**src/rtl/regfile_access_ctrl_if.sv**
```systemverilog
// Request/response and register-array bus of the register-file access controller.
// slave : controller side (takes requests and bitlines, drives enables, D and responses).
// master: requester/array side (drives requests, bitlines and rsp_ready).
interface regfile_access_ctrl_if;
  localparam int unsigned DW = 16;
  localparam int unsigned AW = 4;
  localparam int unsigned NR = 16;

  logic          req_valid;
  logic          req_ready;
  logic          req_we;
  logic [AW-1:0] req_src1;
  logic [AW-1:0] req_src2;
  logic [AW-1:0] req_dst;
  logic [DW-1:0] req_wdata;
  logic [DW-1:0] D;
  logic [NR-1:0] WriteReg;
  logic [NR-1:0] ReadEnable1;
  logic [NR-1:0] ReadEnable2;
  logic [DW-1:0] Bitline1;
  logic [DW-1:0] Bitline2;
  logic          rsp_valid;
  logic          rsp_ready;
  logic [DW-1:0] rsp_data1;
  logic [DW-1:0] rsp_data2;

  modport slave (
    input  req_valid, req_we, req_src1, req_src2, req_dst, req_wdata,
           Bitline1, Bitline2, rsp_ready,
    output req_ready, D, WriteReg, ReadEnable1, ReadEnable2,
           rsp_valid, rsp_data1, rsp_data2
  );

  modport master (
    output req_valid, req_we, req_src1, req_src2, req_dst, req_wdata,
           Bitline1, Bitline2, rsp_ready,
    input  req_ready, D, WriteReg, ReadEnable1, ReadEnable2,
           rsp_valid, rsp_data1, rsp_data2
  );
endinterface

```
**src/rtl/regfile_access_ctrl.sv**
```systemverilog
// Register-file access controller: accepts one read(+optional write) request at a time,
// sequences READ -> (WRITE) -> RESP and returns both read ports' data.
// Ports: clk, rst (sync, active-high), bus (regfile_access_ctrl_if.slave).
// R0 is hard-wired: never enabled for read (returns 0) and never written.
module regfile_access_ctrl (
  input logic                  clk,
  input logic                  rst,
  regfile_access_ctrl_if.slave bus
);
  localparam int unsigned DW = 16;
  localparam int unsigned AW = 4;
  localparam int unsigned NR = 16;

  typedef enum logic [1:0] {IDLE, READ, WRITE, RESP} state_e;

  state_e        state_q, state_d;
  logic          we_q, we_d;
  logic [AW-1:0] dst_q, dst_d;
  logic [DW-1:0] wdata_q, wdata_d;
  logic [NR-1:0] re1_q, re1_d;
  logic [NR-1:0] re2_q, re2_d;
  logic [NR-1:0] wr_q, wr_d;
  logic [DW-1:0] d_q, d_d;
  logic          rsp_valid_q, rsp_valid_d;
  logic [DW-1:0] rsp_data1_q, rsp_data1_d;
  logic [DW-1:0] rsp_data2_q, rsp_data2_d;

  // One-hot decode with index 0 mapping to no enable at all.
  function automatic logic [NR-1:0] onehot_nz(input logic [AW-1:0] idx);
    return (idx == '0) ? '0 : (NR'(1) << idx);
  endfunction

  // State and registered outputs.
  always_ff @(posedge clk) begin
    if (rst) begin
      state_q     <= IDLE;
      we_q        <= 1'b0;
      dst_q       <= '0;
      wdata_q     <= '0;
      re1_q       <= '0;
      re2_q       <= '0;
      wr_q        <= '0;
      d_q         <= '0;
      rsp_valid_q <= 1'b0;
      rsp_data1_q <= '0;
      rsp_data2_q <= '0;
    end else begin
      state_q     <= state_d;
      we_q        <= we_d;
      dst_q       <= dst_d;
      wdata_q     <= wdata_d;
      re1_q       <= re1_d;
      re2_q       <= re2_d;
      wr_q        <= wr_d;
      d_q         <= d_d;
      rsp_valid_q <= rsp_valid_d;
      rsp_data1_q <= rsp_data1_d;
      rsp_data2_q <= rsp_data2_d;
    end
  end

  // Next state; array strobes are computed one cycle ahead so they are registered
  // exactly during READ / WRITE.
  always_comb begin
    state_d     = state_q;
    we_d        = we_q;
    dst_d       = dst_q;
    wdata_d     = wdata_q;
    re1_d       = '0;
    re2_d       = '0;
    wr_d        = '0;
    d_d         = '0;
    rsp_valid_d = rsp_valid_q;
    rsp_data1_d = rsp_data1_q;
    rsp_data2_d = rsp_data2_q;

    unique case (state_q)
      IDLE: begin
        if (bus.req_valid) begin
          we_d    = bus.req_we;
          dst_d   = bus.req_dst;
          wdata_d = bus.req_wdata;
          re1_d   = onehot_nz(bus.req_src1);
          re2_d   = onehot_nz(bus.req_src2);
          state_d = READ;
        end
      end
      READ: begin
        // A port with no enable (src = R0) returns zero regardless of the bitline.
        rsp_data1_d = (re1_q == '0) ? '0 : bus.Bitline1;
        rsp_data2_d = (re2_q == '0) ? '0 : bus.Bitline2;
        if (we_q) begin
          wr_d    = onehot_nz(dst_q);
          d_d     = wdata_q;
          state_d = WRITE;
        end else begin
          rsp_valid_d = 1'b1;
          state_d     = RESP;
        end
      end
      WRITE: begin
        rsp_valid_d = 1'b1;
        state_d     = RESP;
      end
      RESP: begin
        if (bus.rsp_ready) begin
          rsp_valid_d = 1'b0;
          state_d     = IDLE;
        end
      end
      default: state_d = IDLE;
    endcase
  end

  // req_ready must fall with rst itself, so it is a decode of state and rst.
  assign bus.req_ready   = (state_q == IDLE) && !rst;
  assign bus.D           = d_q;
  assign bus.WriteReg    = wr_q;
  assign bus.ReadEnable1 = re1_q;
  assign bus.ReadEnable2 = re2_q;
  assign bus.rsp_valid   = rsp_valid_q;
  assign bus.rsp_data1   = rsp_data1_q;
  assign bus.rsp_data2   = rsp_data2_q;
endmodule

```
**src/flat_wrapper.sv**
```systemverilog
// flat-port wrapper written by rule: the top's interface ports become plain ports
module regfile_access_ctrl_flat 
  (clk, rst, bus_req_valid, bus_req_we, bus_req_src1, bus_req_src2, bus_req_dst, bus_req_wdata, bus_Bitline1, bus_Bitline2, bus_rsp_ready, bus_req_ready, bus_D, bus_WriteReg, bus_ReadEnable1, bus_ReadEnable2, bus_rsp_valid, bus_rsp_data1, bus_rsp_data2);
  regfile_access_ctrl_if bus_i ();
  input logic clk;
  input logic rst;
  input wire logic [$bits(bus_i.req_valid)-1:0] bus_req_valid;
  input wire logic [$bits(bus_i.req_we)-1:0] bus_req_we;
  input wire logic [$bits(bus_i.req_src1)-1:0] bus_req_src1;
  input wire logic [$bits(bus_i.req_src2)-1:0] bus_req_src2;
  input wire logic [$bits(bus_i.req_dst)-1:0] bus_req_dst;
  input wire logic [$bits(bus_i.req_wdata)-1:0] bus_req_wdata;
  input wire logic [$bits(bus_i.Bitline1)-1:0] bus_Bitline1;
  input wire logic [$bits(bus_i.Bitline2)-1:0] bus_Bitline2;
  input wire logic [$bits(bus_i.rsp_ready)-1:0] bus_rsp_ready;
  output wire logic [$bits(bus_i.req_ready)-1:0] bus_req_ready;
  output wire logic [$bits(bus_i.D)-1:0] bus_D;
  output wire logic [$bits(bus_i.WriteReg)-1:0] bus_WriteReg;
  output wire logic [$bits(bus_i.ReadEnable1)-1:0] bus_ReadEnable1;
  output wire logic [$bits(bus_i.ReadEnable2)-1:0] bus_ReadEnable2;
  output wire logic [$bits(bus_i.rsp_valid)-1:0] bus_rsp_valid;
  output wire logic [$bits(bus_i.rsp_data1)-1:0] bus_rsp_data1;
  output wire logic [$bits(bus_i.rsp_data2)-1:0] bus_rsp_data2;
  assign bus_i.req_valid = bus_req_valid;
  assign bus_i.req_we = bus_req_we;
  assign bus_i.req_src1 = bus_req_src1;
  assign bus_i.req_src2 = bus_req_src2;
  assign bus_i.req_dst = bus_req_dst;
  assign bus_i.req_wdata = bus_req_wdata;
  assign bus_i.Bitline1 = bus_Bitline1;
  assign bus_i.Bitline2 = bus_Bitline2;
  assign bus_i.rsp_ready = bus_rsp_ready;
  assign bus_req_ready = bus_i.req_ready;
  assign bus_D = bus_i.D;
  assign bus_WriteReg = bus_i.WriteReg;
  assign bus_ReadEnable1 = bus_i.ReadEnable1;
  assign bus_ReadEnable2 = bus_i.ReadEnable2;
  assign bus_rsp_valid = bus_i.rsp_valid;
  assign bus_rsp_data1 = bus_i.rsp_data1;
  assign bus_rsp_data2 = bus_i.rsp_data2;
  regfile_access_ctrl u_core (.clk(clk), .rst(rst), .bus(bus_i));
endmodule
```
**config.mk**
```make
export PLATFORM = sky130hd
export DESIGN_NAME = regfile_access_ctrl_flat
export DESIGN_NICKNAME = d
export VERILOG_FILES = /design/src/rtl/regfile_access_ctrl_if.sv /design/src/rtl/regfile_access_ctrl.sv /design/src/flat_wrapper.sv
export SDC_FILE = /design/constraint.sdc
export NUM_CORES = 1
export LEC_CHECK = 0
export CORE_MARGIN = 2
export CORE_UTILIZATION = 40
export CTS_BUF_LIST = sky130_fd_sc_hd__clkbuf_8
export CTS_CLUSTER_DIAMETER = 50
export CTS_CLUSTER_SIZE = 20
export DETAILED_ROUTE_END_ITERATION = 16
export GPL_TIMING_DRIVEN = 0
export PLACE_DENSITY = 0.76
export SLEW_MARGIN = 20
export SYNTH_ARGS = -nofsm -noshare
export SYNTH_HDL_FRONTEND = slang
export SYNTH_SLANG_ARGS = --single-unit
```
**constraint.sdc**
```tcl
create_clock -name clk -period 1.5 [get_ports clk]
set_input_delay 0.15 -clock clk [delete_from_list [all_inputs] [get_ports clk]]
set_output_delay 0.15 -clock clk [all_outputs]
set_load 0.02 [all_outputs]
```
======== Word level (Yosys, flattened, before mapping) ========
Cells that the tools add are included.
cells by class
  add/sub/neg operators ................... 0
  $mul .................................... 0
  div/mod/pow operators ................... 0
  order comparisons ....................... 0
  eq/ne operators ......................... 6
  shifts and indexed selects .............. 3
  mux-type cells .......................... 9
  bitwise gates (word level) .............. 4
  reductions and logical operators ........ 16
operators by type and width
  cell                                               count
  left shift 1 x 4 -> 16 bit (first input constant)  3
  zero test 16 bit                                   2
  2-to-1 mux 16 bit                                  2
  zero test 4 bit                                    3
  OR reduction 4 bit                                 3
  one-hot mux 2 bit (4 select lines)                 1
  inequality test 2 bit (second input constant)      3
  == test 2 bit (second input constant)              2
  2-to-1 mux 2 bit                                   2
  inverter 1 bit                                     4
  AND reduction 2 bit                                2
  2-to-1 mux 1 bit                                   3
  one-hot mux 1 bit (3 select lines)                 1
  AND reduction 3 bit                                1
  nonzero test 3 bit                                 1
  OR reduction 3 bit                                 1
  == test 2 x 1 -> 1 bit (second input constant)     1
  zero test 2 bit                                    1
  logical AND 1 bit                                  1
  zero test 1 bit                                    1
word-level totals
  register bits after elaboration ......... 120
  latch bits .............................. 0
  memory bits (writable) .................. 0
  memory bits (read-only) ................. 0
  bits of input ports ..................... 65
  output and inout port bits .............. 98
  memories kept ........................... 0

======== Longest topological paths before layout ========
  word-level depth ........................ 3
  gate-level depth with buffers ........... 6

======== Worst setup path after synthesis ========
Ideal clock, no wire load.
  path kind ............................... reg-to-reg
  from .................................... reg u_core.state_q[1]
  to ...................................... reg u_core.rsp_data1_q[10] (netlist: u_core.bus.rsp_data1[10])
  library setup time ...................... 0.059 ns
  data arrival time ....................... 1.284 ns
  path slack .............................. 0.157 ns
  stages on the path, launching flop included .. 7
  path buffers ............................ 1
  clock period less this slack ............ 1.343 ns
  cells stage by stage .................... dfxtp_1 -> inv_1 -> ha_1 -> nand2b_1 -> a41oi_4 -> buf_6 -> a22o_1
on the way
  longest elaborated chain between the ends .. 1
ends and longest elaborated chain
  element                   RTL line                   text
  start: declaration        regfile_access_ctrl.sv:16  state_e state_q, state_d;
  start signal: assignment  regfile_access_ctrl.sv:48  state_q <= state_d;
  == test 2 x 1 -> 1 bit    regfile_access_ctrl.sv:77  unique case (state_q)
  end signal: assignment    regfile_access_ctrl.sv:57  rsp_data1_q <= rsp_data1_d;
  end: declaration          regfile_access_ctrl.sv:25  logic [DW-1:0] rsp_data1_q, rsp_data1_d;
No other way between the ends.
A chain may end at the register's enable or synchronous reset.

======== Final worst setup path ========
  from .................................... reg u_core.state_q[1]
  to ...................................... out bus_req_ready
on the way
  longest elaborated chain between the ends .. 2
ends and longest elaborated chain
  element            RTL line                    text
  zero test 2 bit    regfile_access_ctrl.sv:116  assign bus.req_ready = (state_q == IDLE) && !rst;
  logical AND 1 bit  regfile_access_ctrl.sv:116
  end: declaration   flat_wrapper.sv:16          output wire logic [$bits(bus_i.req_ready)-1:0] bus_req_ready;
No other way between the ends.

==> metrics.log <==
[metrics] drt drc: 0
[metrics] critical path capture point type: primary output
[metrics] Non-Filler Instances: 689
[metrics] mean area per synthesized cell: 11.1 um^2
[metrics] Hold Vio Cnt, Final: 0
[metrics] required time of the worst setup path: 1.35 ns
[metrics] remaining antenna violation count: 0
[metrics] count of flip-flops with a built-in enable after synthesis: 0
[metrics] final wirelength: 10.2 mm
[metrics] VDD IR-drop max: 0.650 mV
[metrics] power density over the cells: 1450 mW/mm^2
[metrics] share of the synthesized area in the top cell type: 61.6%
[metrics] worst endpoint data arrival time: 1.33 ns
[metrics] number of hold-repair buffers added at the cts stage: 0
[metrics] average wire length per cell after detail routing: approximately 15 um
[metrics] category of the critical setup timing path: flip-flop to primary output
[metrics] number of CTS-inserted buffers: 17
[metrics] area of placed instances: 0.00569 mm^2
[metrics] number of antenna violations at the first check in global routing: 0
[metrics] number of instances in the synthesized netlist: 352
[metrics] count of inserted antenna diode cells: 0
[metrics] count of maximum capacitance violations: 0
[metrics] placeable core region: approximately 0.0096 mm^2
[metrics] total of endpoints with negative setup slack in the final report: 0
[metrics] number of vias per cell: 4.79
[metrics] number of nets in the layout: 612
[metrics] worst path cell trace: inv_6 > ha_4 > nor2b_1 > buf_4
[metrics] TritonCTS clock tree: done
[metrics] pin count of the biggest net entering global routing: 17
[metrics] Seq/Total Area, Yosys: 61.6%
[metrics] violation count after the first detailed-routing iteration: 90
[metrics] fraction of final layout cells with drive strength greater than 1: 15.3%
[metrics] overall die height: 103 um
[metrics] floorplan die width: 103 um
[metrics] Clock Skews: 0.00974 ns
[metrics] final worst path period share: 98.8%
[metrics] total instance count after detailed placement: 649
[metrics] TNS Setup: 0 ns
[metrics] max-slew violation total from the final report: 0
[metrics] via count of the routed design: 3302
[metrics] class of the most critical hold timing path: input pin to flip-flop
[metrics] most common flop cell mapped by yosys: sky130_fd_sc_hd__dfxtp_1
[metrics] Final Total Pwr: between 8 and 9 mW
[metrics] starting utilization of the core area: 40.6%
[metrics] buffers added on ports: roughly 160
[metrics] final weighted congestion in routability-driven placement: 0.780
[metrics] CP startpoint kind: flip-flop
[metrics] number of global-route vias before repair: 3128
[metrics] register bit total from synthesis: 120
[metrics] CTS sink count: 120
[metrics] deepest clock path buffer count: 2
[metrics] top achievable clock speed: 0.675 GHz
[metrics] later-pin clock latency in the skew report: 0.42 ns
[metrics] area of all placed cells without fillers: approximately 0.006 mm^2
[metrics] DR pass1 iterations: 4
[metrics] wire length of the first global-routing pass: 15.4 mm
[metrics] number of rows in the core area: 36
[metrics] GR Util All Layers: 19.5%
[metrics] cell area after synthesis: 0.00390 mm^2
[metrics] Total Die Area: 0.0105 mm^2
[metrics] cell type contributing the most total cell area after synthesis: sky130_fd_sc_hd__dfxtp_1
[metrics] final HPWL from detailed placement: 7.43 mm
[metrics] cell with the most instances after synthesis: sky130_fd_sc_hd__dfxtp_1
[metrics] leading cell types by count after synthesis: sky130_fd_sc_hd__dfxtp_1, sky130_fd_sc_hd__nand2_1, sky130_fd_sc_hd__nor2_1, sky130_fd_sc_hd__a22o_1, sky130_fd_sc_hd__a21oi_1
[metrics] min cycle time layout: 1.48 ns
[metrics] number of levels in the clock H-tree: 4
[metrics] library cells used by synthesis: 32
[metrics] layout overhead on the synthesized area: 57.4%
[metrics] Root Buffer: sky130_fd_sc_hd__clkbuf_8
[metrics] Critical-path top delay cell: sky130_fd_sc_hd__dfxtp_4
[metrics] Synthesis Warnings: 0
[metrics] run status: finished, final reports clean
[metrics] clock-pin slew reported for the worst setup and hold paths after clock tree synthesis: 0.08 ns
[metrics] leakage power total: 2.87 nW
[metrics] Max stage delay on crit path: roughly 0.36 ns
[metrics] overall overflow remaining after global route: 0
[metrics] post-layout utilization of the core: 64.0%
[metrics] I/O pin count: 163
[metrics] Post-synth ARST share: 0%
[metrics] top cells by area in the synthesized netlist: sky130_fd_sc_hd__dfxtp_1, sky130_fd_sc_hd__a22o_1, sky130_fd_sc_hd__nand2_1, sky130_fd_sc_hd__nor4_4, sky130_fd_sc_hd__a21oi_1
[metrics] largest driver fanout on the critical path: 6
[final cells by class]
| class | count | area [um^2] |
|---|---|---|
| repair buffers | 170 | 1570 |
| multi-input cells | 214 | 1450 |
| inverters | 3 | 18.8 |
| flip-flops and latches | 120 | 2410 |
| fillers | 798 | 3460 |
| clock inverters | 15 | 190 |
| clock buffers | 17 | 234 |
| plain buffers | 17 | 97.6 |
| well taps | 133 | 166 |
[kinds of logic after synthesis]
logic type	share of synthesized area, %
AOI/OAI and AO/OA	13.1
adders and majority gates	1.28
buffers and inverters	2.57
DFF	61.6
other	0.0962
and+or+nand+nor	21.3
[per-stage QoR]
step                      worst slack [ns]  hold WS, ns
after floorplan                      0.157        0.227
after global placement              -0.171        0.438
after detailed placement            -0.192        0.445
after CTS                          -0.0809        0.241
after global routing               -0.0469        0.248
final                               0.0176        0.264
[cells in the final DEF (no fill, tap or decap), drive strengths merged, types with 2 or more instances in the layout]
master / count
dfxtp: 120
dlygate4sd2: 95
clkdlybuf4s50: 64
nand2: 47
a22o: 32
nor2: 29
clkbuf: 24
a21oi: 23
buf: 19
and3: 17
nor4: 16
nand2b: 10
nor3: 9
inv: 9
clkinv: 5
nand3b: 4
ha: 4
bufinv: 3
conb: 3
nor2b: 3
a41oi: 2
nand4b: 2
nand3: 2
o21ba: 2
dlymetal6s2s: 2
[state kept, by name, summed over array words and instances (netlist names)]
| name | count |
|---|---|
| u_core.we_q | 1 |
| u_core.dst_q | 4 |
| u_core.bus.ReadEnable2 | 16 |
| u_core.bus.D | 16 |
| u_core.bus.ReadEnable1 | 16 |
| u_core.bus.rsp_data1 | 16 |
| u_core.wdata_q | 16 |
| u_core.bus.rsp_valid | 1 |
| u_core.state_q | 2 |
| u_core.bus.WriteReg | 16 |
| u_core.bus.rsp_data2 | 16 |
[power by group]
group	switching, mW	internal [mW]
clock network	1.39	1.68
registers	0.222	3.53
logic	1.14	0.952
[timing repair]
action                     CTS  global route
setup buffers                5             3
resized for setup          110            17
hold endpoints to repair     0             0
pin swaps                    1             3
setup endpoints to repair  164            94
[worst max-delay path, delay by kind of cell (launching register included)]
kind | cells | cell delay, ns
adder cells (fa/ha/maj) | 1 | 0.15
buffers and inverters | 2 | 0.24
flip-flops | 1 | 0.36
AND/OR/NAND/NOR | 1 | 0.16
[path summary, 6_finish.rpt]
check	start	slack [ns]	end	cells past startpoint
max	u_core.state_q[1]$_SDFFE_PP0P_	0.02	bus_req_ready	4
min reg2reg	u_core.wdata_q[2]$_SDFFE_PP0N_	0.46	u_core.wdata_q[2]$_SDFFE_PP0N_	2
min	bus_req_wdata[2]	0.26	u_core.wdata_q[2]$_SDFFE_PP0N_	3
max reg2reg	u_core.bus.ReadEnable2[10]$_SDFF_PP0_	0.10	u_core.bus.rsp_data2[14]$_SDFFE_PP0N_	4
[routing by layer]
metal	wire length, um	part of all wire, %	vias to the layer above	track usage (%)
met3	792	7.8	13	6.58
met4	150	1.5	0	7.18
met2	5010	49	137	34.2
met5	0	0	-	0
met1	4260	42	1528	21.9
li1	-	-	1624	-
(Power assumes the default switching activity.)
